`src/rtl/bcam_array_if.sv`:
```
// Write, flush, search and result signals of the CAM, bundled as one port.
// The master drives writes and searches; the slave returns the match results.
interface bcam_array_if #(
    parameter int WIDTH = 8,
    parameter int DEPTH = 16
);
    localparam int AW = $clog2(DEPTH);

    logic             we;
    logic [AW-1:0]    waddr;
    logic [WIDTH-1:0] wdata;
    logic [WIDTH-1:0] wmask;
    logic             wvalid;
    logic             flush;
    logic             search_req;
    logic [WIDTH-1:0] search_key;
    logic [WIDTH-1:0] search_mask;
    logic             match_valid;
    logic             match_hit;
    logic             match_multi;
    logic [AW-1:0]    match_addr;
    logic [DEPTH-1:0] match_vec;

    modport master (
        output we, waddr, wdata, wmask, wvalid, flush,
        output search_req, search_key, search_mask,
        input  match_valid, match_hit, match_multi, match_addr, match_vec
    );

    modport slave (
        input  we, waddr, wdata, wmask, wvalid, flush,
        input  search_req, search_key, search_mask,
        output match_valid, match_hit, match_multi, match_addr, match_vec
    );
endinterface

```
`src/rtl/bcam_array.sv`:
```
// Ternary CAM: DEPTH entries of {data, don't-care mask, valid}, parallel key search.
// Latency: search 2 edges (compare, then encode); write/flush visible to the next search.
// No backpressure: one search accepted per cycle, results emerge in order.
module bcam_array #(
    parameter int WIDTH = 8,
    parameter int DEPTH = 16
) (
    input  logic         clk,
    input  logic         rst_n,
    bcam_array_if.slave  bus
);
    localparam int AW = $clog2(DEPTH);

    logic [WIDTH-1:0] data_q [DEPTH];
    logic [WIDTH-1:0] mask_q [DEPTH];
    logic [DEPTH-1:0] valid_q;

    logic [DEPTH-1:0] hit_vec;
    logic [DEPTH-1:0] s1_vec;
    logic             s1_vld;
    logic [AW-1:0]    lo_addr;
    logic             multi;

    // Flush is assigned last so it overrides a same-edge write's valid bit,
    // while that write's data and mask still land.
    always_ff @(posedge clk or negedge rst_n) begin
        if (!rst_n) begin
            for (int i = 0; i < DEPTH; i++) begin
                data_q[i] <= '0;
                mask_q[i] <= '0;
            end
            valid_q <= '0;
        end else begin
            if (bus.we) begin
                data_q[bus.waddr]  <= bus.wdata;
                mask_q[bus.waddr]  <= bus.wmask;
                valid_q[bus.waddr] <= bus.wvalid;
            end
            if (bus.flush) begin
                valid_q <= '0;
            end
        end
    end

    always_comb begin
        hit_vec = '0;
        for (int i = 0; i < DEPTH; i++) begin
            hit_vec[i] = valid_q[i] &
                         (&(mask_q[i] | bus.search_mask | ~(data_q[i] ^ bus.search_key)));
        end
    end

    // Stage 1 holds a zero vector when idle, so stage 2 outputs fall to 0 by construction.
    always_ff @(posedge clk or negedge rst_n) begin
        if (!rst_n) begin
            s1_vld <= 1'b0;
            s1_vec <= '0;
        end else begin
            s1_vld <= bus.search_req;
            s1_vec <= bus.search_req ? hit_vec : '0;
        end
    end

    always_comb begin
        lo_addr = '0;
        for (int i = DEPTH - 1; i >= 0; i--) begin
            if (s1_vec[i]) begin
                lo_addr = AW'(i);
            end
        end
    end

    // Clearing the lowest set bit leaves something only if two or more were set.
    assign multi = |(s1_vec & (s1_vec - DEPTH'(1)));

    always_ff @(posedge clk or negedge rst_n) begin
        if (!rst_n) begin
            bus.match_valid <= 1'b0;
            bus.match_hit   <= 1'b0;
            bus.match_multi <= 1'b0;
            bus.match_addr  <= '0;
            bus.match_vec   <= '0;
        end else begin
            bus.match_valid <= s1_vld;
            bus.match_hit   <= |s1_vec;
            bus.match_multi <= multi;
            bus.match_addr  <= lo_addr;
            bus.match_vec   <= s1_vec;
        end
    end
endmodule

```
`src/flat_wrapper.sv`:
```
// flat-port wrapper written by rule: the top's interface ports become plain ports
module bcam_array_flat 
#(
    parameter int WIDTH = 8,
    parameter int DEPTH = 16
)
  (clk, rst_n, bus_we, bus_waddr, bus_wdata, bus_wmask, bus_wvalid, bus_flush, bus_search_req, bus_search_key, bus_search_mask, bus_match_valid, bus_match_hit, bus_match_multi, bus_match_addr, bus_match_vec);
  bcam_array_if #(.WIDTH(WIDTH), .DEPTH(DEPTH)) bus_i ();
  input  logic clk;
  input  logic rst_n;
  input wire logic [$bits(bus_i.we)-1:0] bus_we;
  input wire logic [$bits(bus_i.waddr)-1:0] bus_waddr;
  input wire logic [$bits(bus_i.wdata)-1:0] bus_wdata;
  input wire logic [$bits(bus_i.wmask)-1:0] bus_wmask;
  input wire logic [$bits(bus_i.wvalid)-1:0] bus_wvalid;
  input wire logic [$bits(bus_i.flush)-1:0] bus_flush;
  input wire logic [$bits(bus_i.search_req)-1:0] bus_search_req;
  input wire logic [$bits(bus_i.search_key)-1:0] bus_search_key;
  input wire logic [$bits(bus_i.search_mask)-1:0] bus_search_mask;
  output wire logic [$bits(bus_i.match_valid)-1:0] bus_match_valid;
  output wire logic [$bits(bus_i.match_hit)-1:0] bus_match_hit;
  output wire logic [$bits(bus_i.match_multi)-1:0] bus_match_multi;
  output wire logic [$bits(bus_i.match_addr)-1:0] bus_match_addr;
  output wire logic [$bits(bus_i.match_vec)-1:0] bus_match_vec;
  assign bus_i.we = bus_we;
  assign bus_i.waddr = bus_waddr;
  assign bus_i.wdata = bus_wdata;
  assign bus_i.wmask = bus_wmask;
  assign bus_i.wvalid = bus_wvalid;
  assign bus_i.flush = bus_flush;
  assign bus_i.search_req = bus_search_req;
  assign bus_i.search_key = bus_search_key;
  assign bus_i.search_mask = bus_search_mask;
  assign bus_match_valid = bus_i.match_valid;
  assign bus_match_hit = bus_i.match_hit;
  assign bus_match_multi = bus_i.match_multi;
  assign bus_match_addr = bus_i.match_addr;
  assign bus_match_vec = bus_i.match_vec;
  bcam_array #(.WIDTH(WIDTH), .DEPTH(DEPTH)) u_core (.clk(clk), .rst_n(rst_n), .bus(bus_i));
endmodule
```
`config.mk`:
```
export PLATFORM = sky130hd
export DESIGN_NAME = bcam_array_flat
export DESIGN_NICKNAME = d
export VERILOG_FILES = /design/src/rtl/bcam_array_if.sv /design/src/rtl/bcam_array.sv /design/src/flat_wrapper.sv
export SDC_FILE = /design/constraint.sdc
export NUM_CORES = 1
export LEC_CHECK = 0
export CAP_MARGIN = 20
export CELL_PAD_IN_SITES_DETAIL_PLACEMENT = 1
export CELL_PAD_IN_SITES_GLOBAL_PLACEMENT = 1
export CORE_UTILIZATION = 52
export CTS_BUF_LIST = sky130_fd_sc_hd__clkbuf_8
export CTS_CLUSTER_DIAMETER = 30
export DETAILED_ROUTE_END_ITERATION = 10
export GPL_TIMING_DRIVEN = 0
export PLACE_DENSITY_LB_ADDON = 0.1
export RECOVER_POWER = 100
export SLEW_MARGIN = 10
export SYNTH_ARGS = -nofsm -noshare
export SYNTH_HDL_FRONTEND = slang
export SYNTH_SLANG_ARGS = --single-unit
export TNS_END_PERCENT = 20
```
`constraint.sdc`:
```
create_clock -name clk -period 2.3 [get_ports clk]
set_input_delay 0.46 -clock clk [delete_from_list [all_inputs] [get_ports clk]]
set_output_delay 0.46 -clock clk [all_outputs]
set_load 0.02 [all_outputs]
```
==> run metrics <==
first-pass GRT wire length=59.4 mm; TritonRoute pass-1 iters=7; Setup crit start kind=input port; CTS sink cnt=312; Yosys warnings=0; Worst-Margin Slew=0.793 ns; CTS tree=yes; origin of the worst min-delay path=bus_flush; Final Cycle Share=0.984; DRC viols=16; Setup Buffers After CTS=0; n_diodes=0; synthesized cell area=0.0139 mm^2; core area=0.0261 mm^2; Static Leak=7.08 nW; Max Slew Vio Count=0; most frequent cells after synthesis=dfrtp_1 (312), mux2_2 (211), xnor2_1 (128); Power Total=16.8 mW; vias in the first global route=10000; WL/cell=24.3 um; clk buf depth=3; Root Driver=clkbuf_8; Critical Path Fanout Max=10; grt ovf=0; top-count cell post-synth=dfrtp_1; via count=9082; Critical Path AT=2.73 ns; Cell variety after synth=42; max_cap viols=0; Fmax=442 MHz; synth-to-layout area growth=18.4%; Reg-to-Reg Start=u_core.s1_vec[0]; Area contributors post-synth=dfrtp_1 (56%), mux2_2 (17%), xnor2_1 (8.1%), nor3_1 (4.2%), mux2_1 (2.2%); Die X-Extent=166 um; clk_skew=0.0284 ns; Synth Instances=1058; dpl cells=1444; Routed WL=38.1 mm; HPWL Detailed=25.9 mm; clock transition at the registers of the reported paths=0.06 ns; fin cells=1568; synthesized area per cell=13.1 um^2; worst skew pair latency=0.59 ns; worst hold slack=0.305 ns; RSZ-0062 raised after global routing=false; IO Count=65; nets=1223; vias per inst=5.79; Worst Setup End Kind=flop; FF-to-FF setup slack=0.27 ns; Final setup viols=0; Die H=166 um; gr usage total=0.297; Rows=59; number of synthesized flops with an enable pin=0; FF-to-FF path depth=5; I/O Buffers=48; RePlAce Congestion=0.857; crit path time final=2.26 ns; Hold Crit Depth=2; largest net degree at the start of global routing=104; initial antenna violation count=0; status=finished with violations; Die ar.=0.0274 mm^2; Mapped Nets=1100; top_reg_cell synth=dfrtp_1; CP required=2.76 ns; antenna viol nets, final=0; H-tree level count=3; capturing point of the worst reg2reg path=u_core.bus.match_multi; register area share after synthesis=0.562; failing checks=DRC; Yosys reg bits=312; Initial Util=0.532; Final Hold Fails=0; post-synthesis async set-or-reset flop share=1.00; layout cells sized above 1=0.318; CTS Buf Count=69; Hold/Removal Path Class=in -> reg; Yosys top cell area share=0.562; initial drt markers=455; Max VDD drop=0.735 mV; post-synth top area cell=dfrtp_1; Worst slew margin=0.471; power per standard cell area=1020 mW/mm^2; Setup CP Type=in -> reg; final setup TNS=0 ns; destination of the worst hold path=u_core.valid_q[4]
==> registers in the layout, summed over array words and instances, names as in the netlist <==
| signal | flops |
|---|---|
| u_core.data_q | 128 |
| u_core.valid_q | 16 |
| u_core.s1_vld | 1 |
| u_core.bus.match_multi | 1 |
| u_core.bus.match_addr | 4 |
| u_core.mask_q | 128 |
| u_core.bus.match_valid | 1 |
| u_core.bus.match_vec | 16 |
| u_core.bus.match_hit | 1 |
| u_core.s1_vec | 16 |
==> where the power goes <==
group          switching, mW  leakage, nW  internal (mW)  total (mW)
registers              0.673         3.92           6.56        7.23
logic                   1.13         2.34           1.40        2.53
clock network           2.66        0.825           4.36        7.02
==> worst max path at each step <==
| stage | from | end | slack (ns) | cells after the start |
|---|---|---|---|---|
| after floorplan | bus_waddr[0] | u_core.data_q[40] | 0.52 | 5 |
| after global placement | rst_n | u_core.data_q[77] | -12.99 | 1 |
| after detailed placement | bus_search_mask[2] | u_core.s1_vec[3] | -1.07 | 6 |
| after CTS | bus_search_mask[2] | u_core.s1_vec[3] | 0.03 | 6 |
| after global routing | bus_search_mask[3] | u_core.s1_vec[1] | 0.002 | 6 |
| final | bus_search_mask[6] | u_core.s1_vec[14] | 0.04 | 6 |
==> cells by family (layout without fill, tap and decap cells) <==
group / Yosys count / count (layout) / share of synthesized area
xor+xnor: 128 / 128 / 0.0806
buf+inv: 78 / 253 / 0.0264
compound gates: 24 / 24 / 0.0116
flops: 312 / 312 / 0.562
mux: 272 / 272 / 0.224
fa+ha+maj: 1 / 1 / 0.000720
simple gates: 243 / 243 / 0.0955
==> placed cells by master, fill, tap and decap left out, drive strengths merged, types with 2 or more instances in the layout <==
cell type / instances
xnor2: 128
clkdlybuf4s50: 20
nand2: 8
buf: 30
dlygate4sd3: 27
clkinv: 13
o21ai: 2
nand4: 16
or3: 20
clkinvlp: 9
o31ai: 2
nand2b: 3
bufinv: 9
o22ai: 2
inv: 12
clkbuf: 132
mux2: 256
nand3b: 3
nor4: 35
mux2i: 16
a211oi: 3
a21oi: 7
o211ai: 2
nand3: 3
nor3: 116
a2111oi: 2
dfrtp: 312
nor2: 36
==> layer usage <==
| layer | wire length, um | vias to the layer above | global-route usage |
|---|---|---|---|
| met5 | 0 | - | 0 |
| met4 | 959 | 0 | 0.0963 |
| met3 | 1300 | 80 | 0.0477 |
| met2 | 18900 | 195 | 0.498 |
| met1 | 16900 | 4796 | 0.392 |
| li1 | - | 4011 | - |
==> critical path: stages <==
cell and delay [ns]:
clkbuf_1 0.38, clkbuf_1 0.59, nor3_1 0.13, nor4_1 0.66, nand4_1 0.26, nor4_1 0.25
==> what timing repair did <==
| item | 4_1_cts | 5_1_grt |
|---|---|---|
| endpoints found under the hold margin | 61 | 0 |
| gates resized for setup | 5 | 5 |
| cloned | 0 | 0 |
| setup endpoints to repair | 9 | 7 |
| hold buffers | 1 | 0 |
==> through the flow <==
stage | utilization | worst slack [ns] | instance area, um^2
floorplan | - | 0.520 | 13900
global placement | 0.567 | -12.99 | 14800
detailed placement | 0.570 | -1.07 | 14900
CTS | 0.632 | 0.0321 | 16500
global route | 0.630 | 0.00202 | 16500
finish | 0.630 | 0.0360 | 16500
==> cell type report <==
class	instances	area, um^2
Multi-Input combinational cell	668	5720
Clock inverter	39	447
Timing Repair Buffer	52	552
Fill cell	2556	9670
Sequential cell	312	7810
Inverter	4	15.0
Tap cell	335	419
Clock buffer	84	1160
Buffer	74	345
Note: power is estimated with default switching activity, not from simulation.
